===== config.mk =====
export PLATFORM = sky130hd
export DESIGN_NAME = mips_instr_encoder_loader_flat
export DESIGN_NICKNAME = d
export VERILOG_FILES = /design/src/rtl/mips_instr_encoder_loader_if.sv /design/src/rtl/mips_instr_encoder_loader.sv /design/src/flat_wrapper.sv
export SDC_FILE = /design/constraint.sdc
export NUM_CORES = 1
export LEC_CHECK = 0
export ABC_AREA = 0
export CAP_MARGIN = 20
export CORE_MARGIN = 2
export CORE_UTILIZATION = 30
export DETAILED_ROUTE_END_ITERATION = 10
export PLACE_DENSITY_LB_ADDON = 0.1
export SLEW_MARGIN = 20
export SYNTH_ARGS = -nofsm -noshare
export SYNTH_HDL_FRONTEND = slang
export SYNTH_SLANG_ARGS = --single-unit

===== constraint.sdc =====
create_clock -name clk -period 3 [get_ports clk]
set_clock_uncertainty 0.1 [all_clocks]
set_input_delay 0.3 -clock clk [delete_from_list [all_inputs] [get_ports clk]]
set_output_delay 0.3 -clock clk [all_outputs]
set_load 0.01 [all_outputs]

===== src/rtl/mips_instr_encoder_loader_if.sv =====
// Field stream and instruction-memory write port for the encoder/loader.
// master: the side that supplies fields and owns the memory; slave: the encoder.
interface mips_instr_encoder_loader_if #(
  parameter int ADDR_W = 8
);
  logic              in_valid;
  logic              in_ready;
  logic [2:0]        in_kind;
  logic [4:0]        in_rs;
  logic [4:0]        in_rt;
  logic [4:0]        in_rd;
  logic [4:0]        in_shamt;
  logic [5:0]        in_funct;
  logic [15:0]       in_imm;
  logic [25:0]       in_target;
  logic              wr_valid;
  logic              wr_ready;
  logic [ADDR_W-1:0] wr_addr;
  logic [31:0]       wr_data;

  modport master (
    output in_valid, in_kind, in_rs, in_rt, in_rd, in_shamt, in_funct, in_imm, in_target,
    input  in_ready,
    input  wr_valid, wr_addr, wr_data,
    output wr_ready
  );

  modport slave (
    input  in_valid, in_kind, in_rs, in_rt, in_rd, in_shamt, in_funct, in_imm, in_target,
    output in_ready,
    output wr_valid, wr_addr, wr_data,
    input  wr_ready
  );
endinterface


===== src/rtl/mips_instr_encoder_loader.sv =====
// Packs decoded MIPS fields into 32-bit words and writes them to consecutive
// instruction-memory addresses, one holding register deep.
module mips_instr_encoder_loader #(
  parameter int ADDR_W = 8,
  parameter int DEPTH  = 256
) (
  input  logic                  clk,
  input  logic                  reset,
  input  logic                  start,
  input  logic [ADDR_W-1:0]     start_addr,
  input  logic                  finish,
  mips_instr_encoder_loader_if.slave bus,
  output logic                  busy,
  output logic                  done,
  output logic                  full,
  output logic                  err,
  output logic [ADDR_W:0]       word_count
);

  typedef enum logic [1:0] {IDLE, LOAD, DONE} state_t;

  localparam logic [ADDR_W+1:0] LIMIT = (ADDR_W+2)'(DEPTH);

  state_t            state, state_nx;
  logic [ADDR_W-1:0] base;
  logic [ADDR_W:0]   acc;
  logic              fin_pend;
  logic [ADDR_W+1:0] cur;
  logic              room, legal, accept, fill, wr_fire, full_now, open_sess;
  logic [31:0]       enc;

  // Extra headroom bits so base+acc never wraps before the DEPTH compare.
  assign cur       = {2'b00, base} + {1'b0, acc};
  assign room      = cur < LIMIT;
  assign legal     = bus.in_kind < 3'd6;
  assign bus.in_ready = (state == LOAD) && !fin_pend && room && (!bus.wr_valid || bus.wr_ready);
  assign accept    = bus.in_valid && bus.in_ready;
  assign fill      = accept && legal;
  assign wr_fire   = bus.wr_valid && bus.wr_ready;
  assign full_now  = full || !room;
  assign open_sess = start && (state != LOAD);

  assign busy = (state == LOAD);
  assign done = (state == DONE);

  // Field packing: inverse of the core's opcode decode.
  always_comb begin
    enc = '0;
    case (bus.in_kind)
      3'd0:    enc = {6'b000000, bus.in_rs, bus.in_rt, bus.in_rd, bus.in_shamt, bus.in_funct};
      3'd1:    enc = {6'b001000, bus.in_rs, bus.in_rt, bus.in_imm};
      3'd2:    enc = {6'b100011, bus.in_rs, bus.in_rt, bus.in_imm};
      3'd3:    enc = {6'b101011, bus.in_rs, bus.in_rt, bus.in_imm};
      3'd4:    enc = {6'b000100, bus.in_rs, bus.in_rt, bus.in_imm};
      3'd5:    enc = {6'b000010, bus.in_target};
      default: enc = '0;
    endcase
  end

  // Next state: leave LOAD only once the last word has left the holding register.
  always_comb begin
    state_nx = state;
    case (state)
      IDLE:    if (start) state_nx = LOAD;
      LOAD:    if ((fin_pend || full_now) && !bus.wr_valid) state_nx = DONE;
      DONE:    if (start) state_nx = LOAD;
      default: state_nx = IDLE;
    endcase
  end

  // State register.
  always_ff @(posedge clk) begin
    if (reset) state <= IDLE;
    else       state <= state_nx;
  end

  // Holding register, session counters and sticky flags.
  always_ff @(posedge clk) begin
    if (reset) begin
      bus.wr_valid <= 1'b0;
      bus.wr_addr  <= '0;
      bus.wr_data  <= '0;
      base         <= '0;
      acc          <= '0;
      word_count   <= '0;
      fin_pend     <= 1'b0;
      full         <= 1'b0;
      err          <= 1'b0;
    end else begin
      if (wr_fire) begin
        bus.wr_valid <= 1'b0;
        word_count   <= word_count + (ADDR_W+1)'(1);
      end
      // A refill in the same cycle as a drain wins: keeps 1 word/cycle.
      if (fill) begin
        bus.wr_valid <= 1'b1;
        bus.wr_addr  <= cur[ADDR_W-1:0];
        bus.wr_data  <= enc;
        acc          <= acc + (ADDR_W+1)'(1);
      end
      if (accept && !legal) err <= 1'b1;
      if (state == LOAD) begin
        if (finish) fin_pend <= 1'b1;
        if (!room)  full     <= 1'b1;
      end
      // Holding register is empty outside LOAD, so no write can collide here.
      if (open_sess) begin
        base       <= start_addr;
        acc        <= '0;
        word_count <= '0;
        fin_pend   <= 1'b0;
        full       <= 1'b0;
        err        <= 1'b0;
      end
    end
  end

endmodule


===== src/flat_wrapper.sv =====
// flat-port wrapper written by rule: the top's interface ports become plain ports
module mips_instr_encoder_loader_flat 
#(
  parameter int ADDR_W = 8,
  parameter int DEPTH  = 256
)
  (clk, reset, start, start_addr, finish, busy, done, full, err, word_count, bus_in_valid, bus_in_kind, bus_in_rs, bus_in_rt, bus_in_rd, bus_in_shamt, bus_in_funct, bus_in_imm, bus_in_target, bus_in_ready, bus_wr_valid, bus_wr_addr, bus_wr_data, bus_wr_ready);
  mips_instr_encoder_loader_if #(.ADDR_W(ADDR_W)) bus_i ();
  input  logic clk;
  input  logic reset;
  input  logic start;
  input  logic [ADDR_W-1:0] start_addr;
  input  logic finish;
  output logic busy;
  output logic done;
  output logic full;
  output logic err;
  output logic [ADDR_W:0] word_count;
  input wire logic [$bits(bus_i.in_valid)-1:0] bus_in_valid;
  input wire logic [$bits(bus_i.in_kind)-1:0] bus_in_kind;
  input wire logic [$bits(bus_i.in_rs)-1:0] bus_in_rs;
  input wire logic [$bits(bus_i.in_rt)-1:0] bus_in_rt;
  input wire logic [$bits(bus_i.in_rd)-1:0] bus_in_rd;
  input wire logic [$bits(bus_i.in_shamt)-1:0] bus_in_shamt;
  input wire logic [$bits(bus_i.in_funct)-1:0] bus_in_funct;
  input wire logic [$bits(bus_i.in_imm)-1:0] bus_in_imm;
  input wire logic [$bits(bus_i.in_target)-1:0] bus_in_target;
  output wire logic [$bits(bus_i.in_ready)-1:0] bus_in_ready;
  output wire logic [$bits(bus_i.wr_valid)-1:0] bus_wr_valid;
  output wire logic [$bits(bus_i.wr_addr)-1:0] bus_wr_addr;
  output wire logic [$bits(bus_i.wr_data)-1:0] bus_wr_data;
  input wire logic [$bits(bus_i.wr_ready)-1:0] bus_wr_ready;
  assign bus_i.in_valid = bus_in_valid;
  assign bus_i.in_kind = bus_in_kind;
  assign bus_i.in_rs = bus_in_rs;
  assign bus_i.in_rt = bus_in_rt;
  assign bus_i.in_rd = bus_in_rd;
  assign bus_i.in_shamt = bus_in_shamt;
  assign bus_i.in_funct = bus_in_funct;
  assign bus_i.in_imm = bus_in_imm;
  assign bus_i.in_target = bus_in_target;
  assign bus_in_ready = bus_i.in_ready;
  assign bus_wr_valid = bus_i.wr_valid;
  assign bus_wr_addr = bus_i.wr_addr;
  assign bus_wr_data = bus_i.wr_data;
  assign bus_i.wr_ready = bus_wr_ready;
  mips_instr_encoder_loader #(.ADDR_W(ADDR_W), .DEPTH(DEPTH)) u_core (.clk(clk), .reset(reset), .start(start), .start_addr(start_addr), .finish(finish), .bus(bus_i), .busy(busy), .done(done), .full(full), .err(err), .word_count(word_count));
endmodule

==> tab_implementation.tex <==
\begin{tabular}{lr}
\hline
Metric & Value \\
\hline
\multicolumn{2}{l}{\textbf{Logic synthesis}} \\
\quad Total nets after synthesis & between 500 and 600 \\
\quad Adder-cell share of the synthesized area & 0.0376 \\
\quad Syn Inst Count & between 400 and 500 \\
\quad Share of synthesized area occupied by flip-flops and latches & 0.363 \\
\quad Number of flops mapped to enable cells by yosys & 0 \\
\quad Number of storage elements in the synthesis netlist & 70 \\
\quad Fraction of registers with async set or reset after synthesis & 0 \\
\quad Share of synthesized cell area in and, or, nand and nor gates & 0.160 \\
\quad Summed instance area of the synthesized netlist & slightly below 0.004 sq mm \\
\quad Area share of xor/xnor cells in the synthesized design & 0.0318 \\
\quad Primary flip-flop cell chosen by synthesis mapping & sky130\_fd\_sc\_hd\_\_dfxtp\_1 \\
\quad Dominant combinational cell family by area after synthesis & compound AO/OA/AOI/OAI gates \\
\quad Synth warn & 0 \\
\quad Mux share of post-synthesis cell area & 0.0467 \\
\quad Netlist cell types & between 40 and 50 \\
\quad Post-synthesis compound-gate area fraction & 0.309 \\
\quad Per-instance average area after synthesis & roughly 8.4 sq um \\
\multicolumn{2}{l}{\textbf{Floorplanning}} \\
\quad Count of boundary I/O pins & 140 \\
\quad Initial Util & 0.307 \\
\quad Die ar. & roughly 0.014 sq mm \\
\quad Chip Width & approximately 120 um \\
\quad Std-Cell Core Area & 0.0126 sq mm \\
\quad Count of standard-cell rows & between 40 and 50 \\
\quad Die span in y & between 100 and 150 um \\
\multicolumn{2}{l}{\textbf{Global route}} \\
\quad Largest net degree at the start of global routing & 38 \\
\quad Met3 demand-to-capacity share in global routing & 0.0632 \\
\quad Overall fraction of global-route tracks in use & 0.182 \\
\quad Wire length of the first global-routing pass & roughly 20000 um \\
\quad Met2 usage & 0.302 \\
\quad Via count of the first global-routing pass & about 4000 \\
\quad Total global routing overflow & 0 \\
\quad Layer with the highest usage after global routing & met2 \\
\quad Antenna violations before repair & 0 \\
\quad Met1 Track Usage GR & 0.217 \\
\multicolumn{2}{l}{\textbf{Cells and area}} \\
\quad Area growth from synthesis to final layout & 54.3\% \\
\quad Total Nets Final & around 690 \\
\quad Inserted Diodes & 0 \\
\quad Fraction of final layout cells sized beyond drive strength 1 & 0.131 \\
\quad Design area & 0.00595 sq mm \\
\multicolumn{2}{l}{\textbf{Timing}} \\
\quad Worst hold margin & about 0.35 ns \\
\quad Final worst slack & between 0.09 and 0.1 ns \\
\quad Final Setup Violations & 0 \\
\quad Fmax & between 300 and 400 MHz \\
\quad Final number of max-transition violations & 0 \\
\quad Setup repair after global routing missed its margin & yes \\
\quad Fraction of the cycle the final worst path needs & 0.968 \\
\quad Tightest Pin Transition & about 1.1 ns \\
\quad Final Hold Violating Endpoints & 0 \\
\quad Max-slew headroom & 0.277 \\
\quad Setup TNS & 0 ns \\
\quad Clock period minus worst slack & $\sim$2.9 ns \\
\multicolumn{2}{l}{\textbf{Clock tree}} \\
\quad Insertion delay to the later sink of the worst-skew pair & between 0.3 and 0.4 ns \\
\quad Clock tree root driver cell & sky130\_fd\_sc\_hd\_\_clkbuf\_16 \\
\quad Maximum buffer depth of the clock tree & 2 \\
\quad Clock-pin slew on the worst setup and hold paths & 0.06 ns \\
\quad Hold\_buf cts & 0 \\
\quad H-Tree Level Count & 3 \\
\quad Clock tree from TritonCTS & built \\
\quad Sinks on Clock Net & 70 \\
\quad TritonCTS buffer count & 9 \\
\multicolumn{2}{l}{\textbf{Power and ir drop}} \\
\quad Switching share of power & 0.248 \\
\quad Flop pwr share & 0.345 \\
\quad Maximum vdd ir drop & about 0.29 mV \\
\quad Internal power & around 2.2 mW \\
\quad Switching power total & 727 uW \\
\quad Share of power burned in the clock network & 0.459 \\
\quad PnR Total Power & between 2 and 3 mW \\
\quad Static leakage power & 2.13 nW \\
\quad Proportion of power drawn by combinational gates & 0.197 \\
\quad Areal power density over the cells & between 400 and 500 mW/mm\^{}2 \\
\multicolumn{2}{l}{\textbf{Place}} \\
\quad Placer congestion estimate & about 0.9 \\
\quad Number of port buffers & around 140 \\
\quad Cell area reported after detailed placement & $\sim$0.0055 sq mm \\
\quad HPWL after detailed placement & about 9000 um \\
\quad Pre-CTS setup slack & -0.0583 ns \\
\multicolumn{2}{l}{\textbf{Run}} \\
\quad Max-capacitance violation count & 0 \\
\multicolumn{2}{l}{\textbf{Setup path}} \\
\quad Arrival time of data at the critical path endpoint & 2.50 ns \\
\quad Critical Path End Type & primary output \\
\quad CP Class & flop to primary output \\
\quad Setup slack, reg-to-reg & approximately 0.14 ns \\
\quad Launching element type of the critical path & flop \\
\quad Maximum fanout count along the critical path & 2 \\
\quad CP required & $\sim$2.6 ns \\
\multicolumn{2}{l}{\textbf{Detailed routing}} \\
\quad Via count & 4009 \\
\quad DRT iter0 DRCs & around 190 \\
\quad Total iterations of the first detailed-routing run & 7 \\
\quad Detail-routed via count per cell & between 5 and 6 \\
\quad Routed wirelength normalized by instance count & about 16 um \\
\quad Residual antenna-violating net count after detailed routing & 0 \\
\quad Final routed DRC violation total & 0 \\
\quad Total routed wirelength & about 13000 um \\
\multicolumn{2}{l}{\textbf{Outcome}} \\
\quad Run status & complete, no violations \\
\multicolumn{2}{l}{\textbf{Min path}} \\
\quad Worst hold path class & input pin to flop \\
\hline
\end{tabular}
[cell families (layout without fill, tap and decap cells)]
group,after synthesis,count (layout)
compound gates,180,180
simple gates,120,120
flops,70,70
buf+inv,47,191
mux,16,16
xor+xnor,14,14
fa+ha+maj,11,11
other cells,1,1
[cell usage after synthesis, types with 2 or more instances]
cell | number | area (sq um)
sky130_fd_sc_hd__a222oi_1 | 16 | 160
sky130_fd_sc_hd__dfxtp_1 | 70 | 1400
sky130_fd_sc_hd__o21ai_0 | 13 | 65.1
sky130_fd_sc_hd__a21oi_1 | 86 | 430
sky130_fd_sc_hd__nand3_1 | 24 | 120
sky130_fd_sc_hd__nand2b_1 | 2 | 12.5
sky130_fd_sc_hd__nand4_1 | 4 | 25.0
sky130_fd_sc_hd__buf_2 | 6 | 30.0
sky130_fd_sc_hd__nand3b_1 | 2 | 15.0
sky130_fd_sc_hd__buf_4 | 2 | 15.0
sky130_fd_sc_hd__xor2_1 | 8 | 70.1
sky130_fd_sc_hd__or3_1 | 2 | 12.5
sky130_fd_sc_hd__a31o_2 | 2 | 17.5
sky130_fd_sc_hd__ha_1 | 10 | 125
sky130_fd_sc_hd__a211oi_1 | 28 | 210
sky130_fd_sc_hd__xnor2_1 | 6 | 52.6
sky130_fd_sc_hd__nor2b_1 | 12 | 75.1
sky130_fd_sc_hd__a22o_1 | 17 | 149
sky130_fd_sc_hd__nor2_1 | 31 | 116
sky130_fd_sc_hd__inv_1 | 7 | 26.3
sky130_fd_sc_hd__nor3b_1 | 2 | 15.0
sky130_fd_sc_hd__nor3_1 | 4 | 20.0
sky130_fd_sc_hd__a21o_1 | 2 | 15.0
sky130_fd_sc_hd__and2_1 | 2 | 12.5
sky130_fd_sc_hd__nand2_1 | 21 | 78.8
sky130_fd_sc_hd__and3_1 | 3 | 18.8
sky130_fd_sc_hd__clkbuf_1 | 30 | 113
sky130_fd_sc_hd__or4_1 | 6 | 45.0
sky130_fd_sc_hd__o31ai_1 | 6 | 45.0
sky130_fd_sc_hd__mux2_2 | 16 | 180
[final timing paths]
path	startpoint	cells past startpoint	endpoint
worst min register to register	u_core.base[3]	2	u_core.base[3]
worst max-delay path	u_core.base[0]	8	bus_in_ready
worst max register to register	u_core.base[0]	9	u_core.acc[6]
worst min-delay path	reset	2	u_core.bus.wr_addr[5]
[through the flow]
stage / cells / utilization
after floorplan: 459 / -
after global placement: 756 / 0.440
after detailed placement: 756 / 0.440
after CTS: 772 / 0.469
after global routing: 775 / 0.474
final: 775 / 0.474
[critical path, cell delays in order, from the launching register on]
cell                       delay, ns
sky130_fd_sc_hd__dfxtp_2        0.33
sky130_fd_sc_hd__ha_4           0.16
sky130_fd_sc_hd__fa_2           0.42
sky130_fd_sc_hd__a211oi_4       0.25
sky130_fd_sc_hd__nor3b_2        0.08
sky130_fd_sc_hd__or3_4          0.34
sky130_fd_sc_hd__a211o_1        0.34
sky130_fd_sc_hd__nor3_2         0.10
sky130_fd_sc_hd__buf_2          0.15
[cell type report]
class	count	area (sq um)
Timing Repair Buffer	168	1630
Fill cell	1243	6620
Sequential cell	70	1400
Clock buffer	10	239
Tap cell	172	215
Clock inverter	6	133
Inverter	7	26.3
Multi-Input combinational cell	342	2300
[flip-flops by register name (all words and copies together) (netlist names), 2 cells and up]
register,flops
u_core.acc,9
u_core.base,8
u_core.bus.wr_addr,8
u_core.bus.wr_data,30
u_core.state,2
u_core.word_count,9
[layout by cell type, fill, tap and decap left out, drive strengths merged, types with 3 or more instances in the layout]
| cell type | n |
|---|---|
| nor2 | 32 |
| dfxtp | 70 |
| xnor2 | 6 |
| and3 | 3 |
| a22o | 17 |
| nor3 | 4 |
| a222oi | 16 |
| nor2b | 12 |
| nand2 | 21 |
| a211oi | 29 |
| nand2b | 3 |
| or4 | 6 |
| ha | 10 |
| o21ai | 13 |
| a21o | 3 |
| bufinv | 4 |
| clkdlybuf4s50 | 136 |
| inv | 7 |
| a21oi | 86 |
| mux2 | 16 |
| o31ai | 6 |
| nand4 | 4 |
| nand3 | 24 |
| or3 | 3 |
| buf | 32 |
| clkbuf | 10 |
| xor2 | 8 |
[power by group through the flow]
stage / Sequential [mW] / Clock [mW] / Combinational, mW
2_1_floorplan: 1.04 / 0 / 0.266
3_3_place_gp: 1.03 / 0 / 0.573
3_5_place_dp: 1.03 / 0 / 0.578
4_1_cts: 1.01 / 1.36 / 0.579
5_1_grt: 1.01 / 1.40 / 0.629
6_report: 1.01 / 1.34 / 0.576
[repair_timing]
item / in CTS / in global routing
resized for setup: 5 / 7
pin swaps: 2 / 6
endpoints found under the hold margin: 0 / 0
gates cloned: 0 / 0
setup endpoints to repair: 1 / 6
setup buffers: 0 / 3
[layer usage]
| layer | share of wire | up-vias |
|---|---|---|
| met5 | 0 | - |
| met4 | 0.015 | 0 |
| met3 | 0.081 | 13 |
| met2 | 0.47 | 119 |
| met1 | 0.43 | 1860 |
| li1 | - | 2017 |
Note: power is estimated with default switching activity, not from simulation.
